[src/rtl/mult_div_unit.sv]
// Iterative MIPS multiply/divide unit (MULT/MULTU/DIV/DIVU) with HI/LO registers and MTHI/MTLO write port.
// Latency: start sampled at E0, hi/lo loaded at E32, done pulses E32..E33 (divide-by-zero: done one cycle after E0).
// Backpressure: none; start is ignored outside IDLE and MTHI/MTLO writes are ignored during CALC.
module mult_div_unit #(
    parameter int WIDTH = 32
) (
    input  logic             clk,
    input  logic             rst,
    input  logic             start,
    input  logic [1:0]       op,
    input  logic [WIDTH-1:0] rs_data,
    input  logic [WIDTH-1:0] rt_data,
    input  logic             hi_we,
    input  logic             lo_we,
    input  logic [WIDTH-1:0] wdata,
    output logic             busy,
    output logic             done,
    output logic             div_by_zero,
    output logic [WIDTH-1:0] hi,
    output logic [WIDTH-1:0] lo
);

    localparam int CNT_W = (WIDTH > 1) ? $clog2(WIDTH) : 1;

    typedef enum logic [1:0] {
        IDLE = 2'd0,
        CALC = 2'd1,
        DONE = 2'd2
    } state_t;

    state_t             state;
    logic [CNT_W-1:0]   count;
    logic [WIDTH-1:0]   a_reg;      // |A|: multiplicand
    logic [WIDTH-1:0]   b_reg;      // |B|: divisor
    logic [2*WIDTH-1:0] prod;       // multiply accumulator, low half starts as the multiplier
    logic [WIDTH-1:0]   rem;        // divide partial remainder
    logic [WIDTH-1:0]   quo;        // dividend shifting out, quotient shifting in
    logic               is_div;
    logic               neg_q;      // negate product / quotient
    logic               neg_r;      // negate remainder

    logic [WIDTH-1:0]   rs_abs;
    logic [WIDTH-1:0]   rt_abs;
    logic [WIDTH:0]     mul_sum;
    logic [2*WIDTH-1:0] prod_nxt;
    logic [2*WIDTH-1:0] prod_fix;
    logic [WIDTH:0]     div_shift;
    logic               div_ge;
    logic [WIDTH-1:0]   div_diff;
    logic [WIDTH-1:0]   rem_nxt;
    logic [WIDTH-1:0]   quo_nxt;
    logic [WIDTH-1:0]   quo_fix;
    logic [WIDTH-1:0]   rem_fix;

    // Operand magnitudes for signed ops; raw operands for unsigned ops
    always_comb begin
        rs_abs = (op[0] && rs_data[WIDTH-1]) ? -rs_data : rs_data;
        rt_abs = (op[0] && rt_data[WIDTH-1]) ? -rt_data : rt_data;
    end

    // One shift-add step and one restoring-divide step, plus sign-corrected results of the final step
    always_comb begin
        mul_sum   = {1'b0, prod[2*WIDTH-1:WIDTH]} + (prod[0] ? {1'b0, a_reg} : '0);
        prod_nxt  = {mul_sum, prod[WIDTH-1:1]};
        prod_fix  = neg_q ? -prod_nxt : prod_nxt;
        // Partial remainder stays below the divisor, so the shifted value fits in WIDTH+1 bits
        // and a successful subtraction always leaves a WIDTH-bit result.
        div_shift = {rem, quo[WIDTH-1]};
        div_ge    = (div_shift >= {1'b0, b_reg});
        div_diff  = div_shift[WIDTH-1:0] - b_reg;
        rem_nxt   = div_ge ? div_diff : div_shift[WIDTH-1:0];
        quo_nxt   = {quo[WIDTH-2:0], div_ge};
        quo_fix   = neg_q ? -quo_nxt : quo_nxt;
        rem_fix   = neg_r ? -rem_nxt : rem_nxt;
    end

    // Control FSM, iteration datapath and HI/LO registers
    always_ff @(posedge clk) begin
        if (rst) begin
            state       <= IDLE;
            count       <= '0;
            a_reg       <= '0;
            b_reg       <= '0;
            prod        <= '0;
            rem         <= '0;
            quo         <= '0;
            is_div      <= 1'b0;
            neg_q       <= 1'b0;
            neg_r       <= 1'b0;
            busy        <= 1'b0;
            done        <= 1'b0;
            div_by_zero <= 1'b0;
            hi          <= '0;
            lo          <= '0;
        end else begin
            done        <= 1'b0;
            div_by_zero <= 1'b0;
            case (state)
                IDLE: begin
                    if (hi_we) hi <= wdata;
                    if (lo_we) lo <= wdata;
                    if (start) begin
                        if (op[1] && (rt_data == '0)) begin
                            // Divide by zero: skip the datapath, leave hi/lo alone
                            state       <= DONE;
                            done        <= 1'b1;
                            div_by_zero <= 1'b1;
                        end else begin
                            state  <= CALC;
                            busy   <= 1'b1;
                            count  <= '0;
                            a_reg  <= rs_abs;
                            b_reg  <= rt_abs;
                            prod   <= {{WIDTH{1'b0}}, rt_abs};
                            rem    <= '0;
                            quo    <= rs_abs;
                            is_div <= op[1];
                            neg_q  <= op[0] & (rs_data[WIDTH-1] ^ rt_data[WIDTH-1]);
                            neg_r  <= op[0] & rs_data[WIDTH-1];
                        end
                    end
                end
                CALC: begin
                    prod  <= prod_nxt;
                    rem   <= rem_nxt;
                    quo   <= quo_nxt;
                    count <= count + 1'b1;
                    if (count == CNT_W'(WIDTH - 1)) begin
                        state <= DONE;
                        busy  <= 1'b0;
                        done  <= 1'b1;
                        if (is_div) begin
                            hi <= rem_fix;
                            lo <= quo_fix;
                        end else begin
                            hi <= prod_fix[2*WIDTH-1:WIDTH];
                            lo <= prod_fix[WIDTH-1:0];
                        end
                    end
                end
                DONE: begin
                    // A write here lands after the result and overwrites it
                    if (hi_we) hi <= wdata;
                    if (lo_we) lo <= wdata;
                    state <= IDLE;
                end
                default: begin
                    state <= IDLE;
                    busy  <= 1'b0;
                end
            endcase
        end
    end

endmodule

[config.mk]
export PLATFORM = sky130hd
export DESIGN_NAME = mult_div_unit
export DESIGN_NICKNAME = d
export VERILOG_FILES = /design/src/rtl/mult_div_unit.sv
export SDC_FILE = /design/constraint.sdc
export NUM_CORES = 1
export LEC_CHECK = 0
export ABC_AREA = 1
export CAP_MARGIN = 20
export CORE_MARGIN = 2
export CORE_UTILIZATION = 54
export DETAILED_ROUTE_END_ITERATION = 8
export GPL_TIMING_DRIVEN = 0
export PLACE_DENSITY_LB_ADDON = 0.3
export REMOVE_ABC_BUFFERS = 1
export SKIP_CTS_REPAIR_TIMING = 1
export SYNTH_ARGS = -nofsm -noshare
export SYNTH_HDL_FRONTEND = slang
export SYNTH_SLANG_ARGS = --single-unit
[constraint.sdc]
create_clock -name clk -period 3.5 [get_ports clk]
set_input_delay 0.35 -clock clk [delete_from_list [all_inputs] [get_ports clk]]
set_output_delay 0.35 -clock clk [all_outputs]
set_load 0.01 [all_outputs]
==> metrics.md, run 1 <==
| Metric | Value |
|---|---|
| Logic gate share of total power | `68.9%` |
| Layout cells sized above 1 | `15.0%` |
| Total area of sequential cells | `0.00544 mm²` |
| Number of unique standard cell types used by synthesis | `55` |
| Setup repair after global routing missed its margin | `yes` |
| Cell-internal power | `0.0112 W` |
| Top-level port count | `170` |
| GRT Util Overall | `34.3%` |
| Predominant post-synthesis flop cell | `dfxtp_1` |
| Final antenna-violating net count | `0` |
| Power per unit of standard cell area | `902 mW/mm²` |
| Full die area | `0.0408 mm²` |
| Required @ worst endpoint | `4.03 ns` |
| Vias post-DR | `25,200` |
| Clock Sinks | `269` |
| Number of violations of the max-capacitance limit | `0` |
| Layout area overhead | `24.5%` |
| EDFF count, synth | `0` |
| Transition time of the tightest slew-check pin | `1.06 ns` |
| Final critical-path required period | `4.04 ns` |
| Cell Count Post-Placement | `4,091` |
| Initial antenna violation count | `1` |
| Detailed-placement wirelength estimate | `55,000 µm` |
| Mean cell area of the mapped netlist | `5.98 µm²` |
| Yosys reg bits | `269` |
| Maximum frequency from static timing analysis | `247 MHz` |
| Combined area of the multi-input logic cells | `0.0148 mm²` |
| Number of global-route vias before repair | `20,900` |
| Depth of the worst hold-timing path | `2` |
| Clk network pwr share | `14.6%` |
| P_leak | `11.8 nW` |
| GR Overflow Total | `0` |
| TritonCTS clock tree | `yes` |
| Pin count of the biggest net entering global routing | `103` |
| Category of the critical setup timing path | `reg2reg` |
| Top fanout value on the critical path | `7` |
| Antenna diode count | `0` |
| Vias per cell | `5.95` |
| Sw Share | `52.7%` |
| Area of the mapped netlist | `0.0212 mm²` |
| Element type at the critical path start | `flop` |
| Fraction of the yosys area taken by sequential cells | `25.4%` |
| Worst voltage drop across the vdd grid | `1170 µV` |
| Switching power summed over all nets | `0.0125 W` |
| Outcome | `finished with violations` |
| Worst min-delay path class | `in2reg` |
| Failing checks | `setup timing` |
| CP endpoint kind | `flop` |
| Overall die height | `202 µm` |
| Final core utilization | `68.2%` |
| Count of buffers inserted at the top-level ports | `169` |
| Final hold vios | `0` |
| Routed Wire Length | `79,700 µm` |
| Source-to-sink clock delay at the later pin of the worst-skew pair | `0.60 ns` |
| Worst setup skew after layout | `0.0177 ns` |
| Number of clock buffers inserted by TritonCTS | `29` |
| DRC Markers | `0` |
| Final-report setup violation count | `25` |
| Number of iterations in the first detailed-routing pass | `9` |
| Buffer type at the clock tree root | `clkbuf_16` |
| Largest register FFs | `64` |
| First-pass GRT wire length | `112,000 µm` |
| Standard cell core area | `0.0386 mm²` |
| Share of the cycle needed by the critical path after routing | `116%` |
| Final worst-path setup slack | `-0.545 ns` |
| Setup slack on the worst flop-to-flop path | `-0.54 ns` |
| Async S/R FF share, synth | `0%` |
| Count of mapped cells out of synthesis | `3,539` |
| Final RePlAce weighted congestion | `0.983` |
| Number of buffers on the longest clock path | `3` |
| Part of the total power dissipated in sequential elements | `16.5%` |
| Clock-pin slew on the worst setup and hold paths | `0.06 ns` |
| Final-stage net count | `3,867` |
| Critical path arrival | `4.58 ns` |
| Die Width | `202 µm` |
| Path depth of the worst reg2reg path | `27` |
| Wire length per cell after detailed routing | `18.8 µm` |
| Count of warnings emitted by yosys | `0` |
| Count of non-filler cells in the finished layout | `4,229` |
| Clock H-tree levels | `1` |
| Total count of max-transition violations in the final report | `0` |
| Headroom to the max-slew limit | `29.3%` |
| Iteration-0 DRC Markers | `3,406` |
| Register with the most flip-flops | `prod` |
| Starting density of the core | `54.8%` |
| Core Rows | `72` |
| Fill cells | `3,302` |
-- cell usage in the layout (no fill, tap or decap), drive strengths merged, types with 3 or more instances in the layout --
cell type and n:
a31o 3, nand4 48, o22ai 29, or3b 4
a21boi 3, nand2 1058, dfxtp 269, nor3b 3
clkbuf 41, o211ai 8, o21ai 251, nor2 346
xnor2 27, nor4 16, clkdlybuf4s50 168, buf 94
xor2 51, o21a 7, o21bai 11, clkinv 3
or3 3, clkinvlp 6, nor3 51, inv 430
bufinv 7, a21oi 281, a21o 9, or2 25
and3 4, a22oi 29, o31ai 7, ha 71
nand3b 12, a31oi 62, and2 4, nand3 264
-- cells by family after synthesis --
family / after synthesis / synth area share (%)
AOI/OAI and AO/OA: 703 / 18.4
and+or+nand+nor: 1831 / 37.7
buffers and inverters: 585 / 10.9
xor gates and xnor gates: 78 / 3.23
DFF: 269 / 25.4
adders and majority gates: 73 / 4.38
-- synth_stat cells (4+ instances only) --
| master | n | share of area (%) |
|---|---|---|
| a21o_1 | 9 | 0.32 |
| a21oi_1 | 268 | 6.3 |
| a21oi_2 | 12 | 0.50 |
| a22oi_1 | 29 | 1.0 |
| a31oi_1 | 62 | 1.8 |
| and2_1 | 4 | 0.12 |
| and3_1 | 4 | 0.12 |
| buf_1 | 24 | 0.43 |
| buf_2 | 22 | 0.52 |
| buf_4 | 4 | 0.14 |
| buf_6 | 6 | 0.32 |
| clkbuf_1 | 95 | 1.7 |
| dfxtp_1 | 269 | 25 |
| ha_1 | 71 | 4.2 |
| inv_1 | 426 | 7.6 |
| inv_2 | 7 | 0.12 |
| nand2_1 | 1016 | 18 |
| nand2_2 | 35 | 1.0 |
| nand2_4 | 4 | 0.21 |
| nand3_1 | 240 | 5.7 |
| nand3_2 | 21 | 0.99 |
| nand3b_1 | 11 | 0.39 |
| nand4_1 | 47 | 1.4 |
| nor2_1 | 318 | 5.6 |
| nor2_2 | 16 | 0.47 |
| nor2_4 | 10 | 0.53 |
| nor3_1 | 47 | 1.1 |
| nor3_2 | 4 | 0.19 |
| nor4_1 | 16 | 0.47 |
| o211ai_1 | 8 | 0.28 |
| o21a_1 | 7 | 0.25 |
| o21ai_0 | 235 | 5.6 |
| o21ai_1 | 15 | 0.35 |
| o21bai_1 | 11 | 0.39 |
| o22ai_1 | 29 | 0.86 |
| o31ai_1 | 7 | 0.25 |
| or2_2 | 24 | 0.71 |
| xnor2_1 | 27 | 1.1 |
| xor2_1 | 51 | 2.1 |
-- final cells by class --
cell class,count,area share [%]
clock buffers,39,3.05
inverters,433,6.37
flip-flops and latches,269,20.6
well taps,518,2.46
repair buffers,264,10.3
multi-input cells,2693,56.2
clock inverters,12,0.968
repair inverters,1,0.0190
-- power by group through the flow --
stage,clock network (W),registers [W],logic [W]
5_1_grt,0.00359,0.00395,0.0178
2_1_floorplan,0,0.00380,0.00974
6_report,0.00347,0.00393,0.0164
3_5_place_dp,0,0.00387,0.0133
3_3_place_gp,0,0.00392,0.0121
4_1_cts,0.00348,0.00381,0.0134
-- critical path: stages, from the launching register on --
cell and delay (ns):
dfxtp_1 0.31, inv_2 0.12, ha_4 0.24, nand2_2 0.07
nand2_2 0.06, nand2_2 0.09, nand2_2 0.06, a21oi_2 0.16
nand2_2 0.10, a21oi_4 0.24, buf_12 0.18, nand2_8 0.08
clkinv_8 0.05, ha_4 0.11, inv_2 0.05, nor3_4 0.21
nand3_2 0.16, nor3_4 0.23, nand4_1 0.17, nor3_2 0.22
nand2_1 0.09, nand2_2 0.10, o21ai_4 0.10, a21oi_2 0.16
o21ai_1 0.10, a21oi_2 0.26, o21ai_4 0.13, a21oi_2 0.14
-- through the flow --
step | setup WS, ns | total power, W | setup TNS, ns | instance area, µm² | hold slack (ns)
final | -0.545 | 0.0238 | -5.09 | 26400 | 0.189
after floorplan | -5.20 | 0.0135 | -1080.48 | 20500 | 0.419
after detailed placement | -2.44 | 0.0172 | -342.17 | 23300 | 0.455
after global placement | -13.00 | 0.0160 | -2626.84 | 22800 | 0.451
after CTS | -2.46 | 0.0207 | -229.24 | 24300 | 0.186
after global routing | -0.715 | 0.0254 | -10.72 | 26400 | 0.214
-- per-layer routing --
| layer | global-route usage, % | routed length, µm | part of all wire, % | up-vias |
|---|---|---|---|---|
| met5 | 0 | 13 | 0.016 | - |
| met1 | 47.3 | 31500 | 39 | 11400 |
| li1 | - | - | - | 11900 |
| met2 | 54.6 | 35000 | 44 | 1560 |
| met3 | 6.09 | 9410 | 12 | 284 |
| met4 | 10.6 | 3800 | 4.8 | 2 |
-- final timing paths --
check,startpoint,endpoint
max reg2reg,b_reg[26],lo[30]
min reg2reg,a_reg[23],a_reg[23]
min,rst,a_reg[15]
max,b_reg[26],lo[30]
Note: power is estimated with default switching activity, not from simulation.
==> inputs of run 2 (changes only) <==
ABC_CLOCK_PERIOD_IN_PS = 3500   (was unset)
GPL_ROUTABILITY_DRIVEN = 1   (was unset)
==> results of run 2 <==
No change in the layout: final DEF, timing and power equal those of run 1.
